$ cat config.mk
export PLATFORM = sky130hd
export DESIGN_NAME = path_sequencer_flat
export DESIGN_NICKNAME = d
export VERILOG_FILES = /design/src/rtl/sm_path_pkg.sv /design/src/rtl/path_sequencer_if.sv /design/src/rtl/path_mem.sv /design/src/rtl/path_sequencer.sv /design/src/flat_wrapper.sv
export SDC_FILE = /design/constraint.sdc
export NUM_CORES = 1
export LEC_CHECK = 0
export ABC_AREA = 1
export CAP_MARGIN = 10
export CORE_MARGIN = 5
export CORE_UTILIZATION = 25
export DETAILED_ROUTE_END_ITERATION = 6
export PLACE_DENSITY_LB_ADDON = 0.05
export SYNTH_ARGS = -nofsm -noshare
export SYNTH_HDL_FRONTEND = slang
export SYNTH_SLANG_ARGS = --single-unit
export TNS_END_PERCENT = 20
$ cat constraint.sdc
create_clock -name clk_50 -period 2.1 [get_ports clk_50]
set_input_delay 0.315 -clock clk_50 [delete_from_list [all_inputs] [get_ports clk_50]]
set_output_delay 0.315 -clock clk_50 [all_outputs]
set_load 0.05 [all_outputs]
$ cat src/rtl/sm_path_pkg.sv
// Shared definitions for the path sequencer: move codes, state encoding,
// stop-node code and the packed path-entry record.
package sm_path_pkg;

    localparam logic [1:0] MV_STRAIGHT = 2'b00;
    localparam logic [1:0] MV_LEFT     = 2'b01;
    localparam logic [1:0] MV_RIGHT    = 2'b10;
    localparam logic [1:0] MV_REVERSE  = 2'b11;

    localparam logic [5:0] STOP_NODE = 6'd22;

    typedef enum logic [1:0] {
        ST_IDLE  = 2'd0,
        ST_RUN   = 2'd1,
        ST_DONE  = 2'd2,
        ST_FAULT = 2'd3
    } state_e;

    // Bit layout matches the write-data byte: [7:6] move, [5:0] node.
    typedef struct packed {
        logic [1:0] move;
        logic [5:0] node;
    } entry_t;

    // Returns {reverse, right, left}; straight leaves all three low.
    function automatic logic [2:0] move_to_turn(input logic [1:0] mv);
        case (mv)
            MV_LEFT:    return 3'b001;
            MV_RIGHT:   return 3'b010;
            MV_REVERSE: return 3'b100;
            default:    return 3'b000;
        endcase
    endfunction

endpackage

$ cat src/rtl/path_sequencer_if.sv
// Bus bundle between the path sequencer and its host / line-follower:
// path-memory writes, start request, node events and sequencer outputs.
interface path_sequencer_if;

    logic       wr_en;
    logic [3:0] wr_addr;
    logic [7:0] wr_data;
    logic [4:0] path_len;
    logic       start;
    logic       node_event;

    logic [5:0] node;
    logic       left;
    logic       right;
    logic       reverse;
    logic [3:0] step;
    logic       busy;
    logic       done;
    logic       fault;

    modport master (
        output wr_en, wr_addr, wr_data, path_len, start, node_event,
        input  node, left, right, reverse, step, busy, done, fault
    );

    modport slave (
        input  wr_en, wr_addr, wr_data, path_len, start, node_event,
        output node, left, right, reverse, step, busy, done, fault
    );

endinterface

$ cat src/rtl/path_mem.sv
// Path entry register file: synchronous write, asynchronous read so the
// current entry is visible in the same cycle the step index changes.
module path_mem
    import sm_path_pkg::*;
#(
    parameter int DEPTH = 16,
    parameter int AW    = 4
) (
    input  logic          clk_i,
    input  logic          we_i,
    input  logic [AW-1:0] waddr_i,
    input  entry_t        wdata_i,
    input  logic [AW-1:0] raddr_i,
    output entry_t        rdata_o
);

    entry_t mem_q [DEPTH];

    always_ff @(posedge clk_i) begin
        if (we_i) begin
            mem_q[waddr_i] <= wdata_i;
        end
    end

    assign rdata_o = mem_q[raddr_i];

endmodule

$ cat src/rtl/path_sequencer.sv
// Path sequencer: steps through a stored list of nodes/turns on rising node
// events. Optional watchdog compiled in with PATH_SEQUENCER_WATCHDOG_EN.
module path_sequencer #(
    parameter int         DEPTH     = 16,
    parameter int         TIMEOUT   = 50_000_000,
    parameter logic [5:0] STOP_NODE = sm_path_pkg::STOP_NODE
) (
    input logic             clk_50,
    input logic             reset,
    path_sequencer_if.slave bus
);

    import sm_path_pkg::*;

    if (TIMEOUT < 2) begin : g_timeout_chk
        $error("path_sequencer: TIMEOUT must be at least 2");
    end

    state_e     state_q, state_d;
    logic [3:0] step_q, step_d;
    logic [4:0] len_q, len_d;
    logic       evt_q;
    logic       evt_rise;
    logic       start_ok;
    logic       last_step;
    logic       mem_we;
    entry_t     rd_entry;
    logic [2:0] turn;

`ifdef PATH_SEQUENCER_WATCHDOG_EN
    logic [31:0] wd_q, wd_d;
`endif

    // Only a low-to-high transition of the level input counts as an arrival.
    assign evt_rise = bus.node_event & ~evt_q;

    assign start_ok = bus.start
                   && (state_q == ST_IDLE || state_q == ST_DONE)
                   && (bus.path_len != 5'd0)
                   && (int'(bus.path_len) <= DEPTH);

    assign last_step = ({1'b0, step_q} == (len_q - 5'd1));

    // A write coinciding with an accepted start is dropped so the path
    // being launched cannot change under it.
    assign mem_we = bus.wr_en && !reset && (state_q != ST_RUN) && !start_ok;

    path_mem #(
        .DEPTH (DEPTH),
        .AW    (4)
    ) u_path_mem (
        .clk_i   (clk_50),
        .we_i    (mem_we),
        .waddr_i (bus.wr_addr),
        .wdata_i (entry_t'(bus.wr_data)),
        .raddr_i (step_q),
        .rdata_o (rd_entry)
    );

    always_ff @(posedge clk_50) begin
        if (reset) begin
            state_q <= ST_IDLE;
            step_q  <= 4'd0;
            len_q   <= 5'd0;
            evt_q   <= 1'b0;
`ifdef PATH_SEQUENCER_WATCHDOG_EN
            wd_q    <= 32'd0;
`endif
        end else begin
            state_q <= state_d;
            step_q  <= step_d;
            len_q   <= len_d;
            evt_q   <= bus.node_event;
`ifdef PATH_SEQUENCER_WATCHDOG_EN
            wd_q    <= wd_d;
`endif
        end
    end

    always_comb begin
        state_d = state_q;
        step_d  = step_q;
        len_d   = len_q;
`ifdef PATH_SEQUENCER_WATCHDOG_EN
        wd_d    = wd_q;
`endif
        case (state_q)
            ST_IDLE, ST_DONE: begin
                if (start_ok) begin
                    state_d = ST_RUN;
                    step_d  = 4'd0;
                    len_d   = bus.path_len;
`ifdef PATH_SEQUENCER_WATCHDOG_EN
                    wd_d    = 32'd0;
`endif
                end
            end
            ST_RUN: begin
                // An event in the timeout cycle takes priority over the fault.
                if (evt_rise) begin
`ifdef PATH_SEQUENCER_WATCHDOG_EN
                    wd_d = 32'd0;
`endif
                    if (last_step) begin
                        state_d = ST_DONE;
                    end else begin
                        step_d = step_q + 4'd1;
                    end
                end else begin
`ifdef PATH_SEQUENCER_WATCHDOG_EN
                    if (wd_q == 32'(TIMEOUT - 1)) begin
                        state_d = ST_FAULT;
                    end else begin
                        wd_d = wd_q + 32'd1;
                    end
`endif
                end
            end
            default: begin
                state_d = state_q;
            end
        endcase
    end

    always_comb begin
        turn     = move_to_turn(rd_entry.move);
        bus.node    = STOP_NODE;
        bus.left    = 1'b0;
        bus.right   = 1'b0;
        bus.reverse = 1'b0;
        if (state_q == ST_RUN) begin
            bus.node    = rd_entry.node;
            bus.left    = turn[0];
            bus.right   = turn[1];
            bus.reverse = turn[2];
        end
        bus.step = step_q;
        bus.busy = (state_q == ST_RUN);
        bus.done = (state_q == ST_DONE);
`ifdef PATH_SEQUENCER_WATCHDOG_EN
        bus.fault = (state_q == ST_FAULT);
`else
        bus.fault = 1'b0;
`endif
    end

endmodule

$ cat src/flat_wrapper.sv
// flat-port wrapper written by rule: the top's interface ports become plain ports
module path_sequencer_flat import sm_path_pkg::*;
#(
    parameter int         DEPTH     = 16,
    parameter int         TIMEOUT   = 50_000_000,
    parameter logic [5:0] STOP_NODE = sm_path_pkg::STOP_NODE
)
  (clk_50, reset, bus_wr_en, bus_wr_addr, bus_wr_data, bus_path_len, bus_start, bus_node_event, bus_node, bus_left, bus_right, bus_reverse, bus_step, bus_busy, bus_done, bus_fault);
  path_sequencer_if bus_i ();
  input logic clk_50;
  input logic reset;
  input wire logic [$bits(bus_i.wr_en)-1:0] bus_wr_en;
  input wire logic [$bits(bus_i.wr_addr)-1:0] bus_wr_addr;
  input wire logic [$bits(bus_i.wr_data)-1:0] bus_wr_data;
  input wire logic [$bits(bus_i.path_len)-1:0] bus_path_len;
  input wire logic [$bits(bus_i.start)-1:0] bus_start;
  input wire logic [$bits(bus_i.node_event)-1:0] bus_node_event;
  output wire logic [$bits(bus_i.node)-1:0] bus_node;
  output wire logic [$bits(bus_i.left)-1:0] bus_left;
  output wire logic [$bits(bus_i.right)-1:0] bus_right;
  output wire logic [$bits(bus_i.reverse)-1:0] bus_reverse;
  output wire logic [$bits(bus_i.step)-1:0] bus_step;
  output wire logic [$bits(bus_i.busy)-1:0] bus_busy;
  output wire logic [$bits(bus_i.done)-1:0] bus_done;
  output wire logic [$bits(bus_i.fault)-1:0] bus_fault;
  assign bus_i.wr_en = bus_wr_en;
  assign bus_i.wr_addr = bus_wr_addr;
  assign bus_i.wr_data = bus_wr_data;
  assign bus_i.path_len = bus_path_len;
  assign bus_i.start = bus_start;
  assign bus_i.node_event = bus_node_event;
  assign bus_node = bus_i.node;
  assign bus_left = bus_i.left;
  assign bus_right = bus_i.right;
  assign bus_reverse = bus_i.reverse;
  assign bus_step = bus_i.step;
  assign bus_busy = bus_i.busy;
  assign bus_done = bus_i.done;
  assign bus_fault = bus_i.fault;
  path_sequencer #(.DEPTH(DEPTH), .TIMEOUT(TIMEOUT), .STOP_NODE(STOP_NODE)) u_core (.clk_50(clk_50), .reset(reset), .bus(bus_i));
endmodule
* Word-level counts from Yosys, hierarchy flattened
Memory sizes are Yosys's and may differ from the RTL's. A register that Yosys moved wholly into a read port is not among the register bits.
Cells that the tools add are included.
** Storage, ports and cells
- Bits in writable memories :: 128
- Bits of input ports :: 22
- Flip-flop bits (word level) :: 12
- Output and inout port bits :: 16
- Memories kept :: 1
** Memory list
- u_core.u_path_mem.mem_q :: words 16, width 8, read ports 1, clocked after memory_dff 1, write ports 1, RTL line path_mem.sv:17 : entry_t mem_q [DEPTH];
** Operators by class
- Reductions and logical operators :: 16
- $add $sub $neg :: 2
- Magnitude comparators :: 1
- Eq/ne operators :: 11
- Muxes and demuxes :: 17
- Bitwise operators :: 2
** Operator list (number)
- 2-to-1 mux 4 bit :: 5
- case mux 3 bit (3 select lines) :: 1
- inequality test 2 x 1 -> 1 bit (second input constant) :: 4
- case mux 4 bit (2 select lines) :: 1
- AND reduction 4 bit :: 2
- equality test 2 bit (second input constant) :: 3
- logical AND 1 bit :: 6
- 2-to-1 mux 2 bit :: 3
- 2-to-1 mux 6 bit :: 1
- equality test 4 x 5 -> 1 bit :: 1
- <= comparator 5 bit (second input constant) :: 1
- 2-to-1 mux 1 bit :: 5
- nonzero test 5 bit :: 1
- subtractor 5 x 1 -> 5 bit (second input constant) :: 1
- adder 4 x 1 -> 4 bit (second input constant) :: 1
- equality test 2 x 1 -> 1 bit (second input constant) :: 2
- case mux 2 bit (2 select lines) :: 1
- zero test 1 bit :: 2
- zero test 2 bit :: 1
- inequality test 2 bit (second input constant) :: 1
- AND reduction 2 bit :: 1
- nonzero test 2 bit :: 1
- OR reduction 2 bit :: 1
- AND 1 bit :: 1
- other kinds (2) :: 2

* Longest topological paths before layout
- Depth in word-level cells :: 9
- Mapped depth :: 13
- Depth with buffers taken out :: 13

* Hierarchy
A second synthesis with hierarchy kept.
** Unflattened totals
- Cells, all modules :: 674
- Area total of the unflattened synthesis :: 6412.4 um2
** By module, submodules not included
- path_mem :: area an instance 5606.6 um2, cells an instance 543, seq. area each 3843.7 um2, instances 1
- path_sequencer :: area an instance 805.8 um2, cells an instance 131, seq. area each 240.2 um2, instances 1

* Worst setup path after synthesis
Ideal clock, no wire load.
- Kind :: register to output
- Start point :: register with a tool-made name
- End point :: output port bus_node[5]
- Setup slack :: 0.019 ns
- Stages on the path, launching flop included :: 8
- Data required time :: 1.785 ns
- Buffers on the path :: 2
- Data arrival time :: 1.766 ns
- Cells stage by stage :: dfxtp_1 > inv_2 > buf_6 > buf_4 > nor2_1 > o211ai_1 > nand3_1 > a21oi_1
** RTL lines
- to (decl) :: RTL line flat_wrapper.sv:18 : output wire logic [$bits(bus_i.node)-1:0] bus_node;

==> metrics.md <==
| Metric | Value |
|---|---|
| Run status | `finished, violations left` |
| Worst-Margin Slew | `0.502 ns` |
| Clk slew on worst S/H paths | `0.06 ns` |
| Worst setup path category | `register to output port` |
| R2r setup slk | `0.42 ns` |
| Clock Tree Root | `clkbuf_16` |
| Ports | `38` |
| CP cell instances | `inv_6 > buf_12 > buf_12 > buf_8 > buf_6 > o21ai_2 > o211ai_1 > nand3_1 > nand3_2 > buf_12` |
| Synth Instances | `546` |
| Unrepaired setup endpoints after global routing | `yes` |
| Vias in the first global route | `4,608` |
| Leakage | `2.97 nW` |
| WP buf/inv | `6` |
| Tot Pwr | `0.00684 W` |
| Pins Over Slew Limit | `0` |
| Final Non-Filler Cells | `987` |
| Area Overhead vs Synth | `35.8%` |
| Met2 Wirelength | `9550 um` |
| Cell Area, Synth | `6050 sq um` |
| H-tree Lvls | `4` |
| Core area | `24,000 sq um` |
| Skew final | `0.00917 ns` |
| Cell repeated most along the worst path | `buf_12` |
| Die area | `27,400 sq um` |
| Delay-heaviest family, CP | `buffers and inverters` |
| TritonRoute pass-1 iters | `4` |
| Pwr dens | `834 nW/um^2` |
| HP Start | `bus_node_event` |
| Die W | `166 um` |
| Net Count, Synth | `570` |
| Final Cell Area | `8210 sq um` |
| FF-to-FF Start | `u_core.len_q[0]` |
| IO buf count | `36` |
| Antenna violations before repair | `0` |
| Worst Path Arrival | `2.15 ns` |
| DR top layer | `met4` |
| Hold WC Path Type | `input pin to register` |
| Initial core utilization | `0.252` |
| Most frequent cells in the layout | `edfxtp_1 (128), nor2_1 (125), buf_4 (59), o21ai_0 (46), nand2_1 (46)` |
| Via Count | `4,374` |
| Largest net degree at the start of global routing | `28` |
| Die H | `166 um` |
| Placed Cells | `943` |
| Total grt overflow | `0` |
| Hold Path Depth | `3` |
| Fillers | `2,445` |
| Final nets | `674` |
| Slew headroom | `0.665` |
| Setup ws final | `-0.366 ns` |
| Failing checks | `negative setup slack` |
| Clock Path Buffers | `2` |
| WL final | `19,300 um` |
| Final hold vios | `0` |
| First-pass GRT wire length | `28,400 um` |
| Post-synth cell types | `25` |
| Final Critical Period | `2.47 ns` |
| Cts hold-fix bufs | `0` |
| Share of layout cells above drive strength 1 | `0.229` |
| Average size of a mapped cell | `11.1 sq um` |
| Number of synthesis warnings | `0` |
| Num CTS Buffers | `17` |
| Commonest non-fill, non-tap cell in the layout | `edfxtp_1` |
| Worst hold slack | `0.438 ns` |
| Final period utilization | `1.17` |
| Wire per inst | `19.6 um` |
| Final antenna-violating net count | `0` |
| Max-cap viol count | `0` |
| Register area share after synthesis | `0.689` |
| # DRC | `0` |
| TritonCTS clock tree | `built` |
| Synthesized flop and latch total | `144` |
| Worst vdd ir | `0.000525 V` |
| Req. time, crit path | `1.78 ns` |
| ANT cells | `0` |
| Met3 routed WL | `724 um` |
| Post-layout util | `0.342` |
| CTS sink cnt | `144` |
| DRT met1 WL | `8700 um` |
| Critical path capture point type | `output port` |
| Placed cell area | `7250 sq um` |
| Max incr delay on CP | `0.41 ns` |
| CP Launch Type | `register` |
| Initial drt markers | `256` |
| Worst-Skew Late Latency | `0.42 ns` |
| R2R cell count | `12` |
| Hold Path Sink | `u_core.evt_q` |
| Final Setup Violations | `9` |
| Total GRT Usage | `0.146` |
| CP Max Fanout | `8` |
| Worst path slowest cell | `dfxtp_4` |
| FP Rows | `57` |
| Via-to-Cell Ratio | `4.43` |
| Dpl hpwl | `12,800 um` |
| Routability congestion estimate | `0.752` |
| Fmax | `405 MHz` |
[worst max path at each step]
| stage | from | depth (start not counted) | slack, ns | endpoint |
|---|---|---|---|---|
| after floorplan | register | 7 | 0.02 | bus_node[5] |
| after global placement | register | 8 | -0.16 | bus_node[3] |
| after detailed placement | bus_path_len[1] | 9 | -0.12 | u_core.u_path_mem.mem_q[14][3] |
| after CTS | register | 10 | -0.36 | bus_node[5] |
| after global routing | register | 10 | -0.45 | bus_node[4] |
| final | register | 10 | -0.37 | bus_node[4] |
[metal layers]
metal / global-route usage / up-vias
li1: - / 2126
met1: 0.185 / 2150
met2: 0.249 / 83
met3: 0.0298 / 15
met4: 0.0454 / 0
met5: 0 / -
[worst min-delay path, cell delays in order]
cell	delay (ns)
clkdlybuf4s50_1	0.40
inv_1	0.07
nor2_1	0.04
[area by class of cell]
cell class / instances / area, sq um / area share
clock buffers: 20 / 437 / 0.0532
clock inverters: 12 / 110 / 0.0134
inverters: 33 / 136 / 0.0166
multi-input cells: 343 / 1740 / 0.212
flip-flops and latches: 144 / 4170 / 0.508
well taps: 324 / 405 / 0.0494
repair buffers: 111 / 1210 / 0.147
[report_power, final]
group	switching, W	total (W)	internal (W)
Sequential	0.0000247	0.00317	0.00315
Clock	0.00120	0.00283	0.00163
Combinational	0.000495	0.000846	0.000351
[sequential cells by signal, summed over array words and instances (netlist names), named ones only]
name	count
u_core.len_q	5
u_core.bus.step	4
u_core.u_path_mem.mem_q	128
u_core.evt_q	1
u_core.state_q	2
[logic make-up (layout without fill, tap and decap cells)]
kind of cell | Yosys count | in the layout | synth area share
xor+xnor | 2 | 2 | 0.00290
buf+inv | 59 | 176 | 0.0476
compound gates | 108 | 108 | 0.101
simple gates | 230 | 230 | 0.155
other cells | 1 | 1 | 0.000620
fa+ha+maj | 2 | 2 | 0.00414
flops | 144 | 144 | 0.689
[synth_stat cells]
cell type | count | area (sq um)
a21oi_1 | 15 | 75.1
buf_2 | 11 | 55.1
buf_4 | 6 | 45.0
buf_6 | 4 | 45.0
clkbuf_1 | 5 | 18.8
conb_1 | 1 | 3.75
dfxtp_1 | 16 | 320
edfxtp_1 | 128 | 3840
ha_1 | 2 | 25.0
inv_1 | 31 | 116
inv_2 | 2 | 7.51
nand2_1 | 49 | 184
nand2_2 | 4 | 25.0
nand3_1 | 36 | 180
nand3b_1 | 3 | 22.5
nand4_1 | 2 | 12.5
nor2_1 | 134 | 503
nor2_2 | 1 | 6.26
o211ai_1 | 24 | 180
o21ai_0 | 58 | 290
o21ai_1 | 9 | 45.0
o221ai_1 | 2 | 17.5
or2_2 | 1 | 6.26
xnor2_1 | 1 | 8.76
xor2_1 | 1 | 8.76
[metrics by stage]
step / setup WS [ns] / TNS [ns]
2_1_floorplan: 0.0189 / 0
3_3_place_gp: -0.161 / -11.71
3_5_place_dp: -0.115 / -7.26
4_1_cts: -0.358 / -2.91
5_1_grt: -0.449 / -3.72
6_report: -0.366 / -2.73
[what timing repair did]
action                     in CTS  in global routing
gates cloned                    3                  2
gates resized for setup        51                 25
setup buffers                   3                  5
setup endpoints to repair       9                 11
pin swaps                      18                 26
Power figures use the tool's default switching activity.
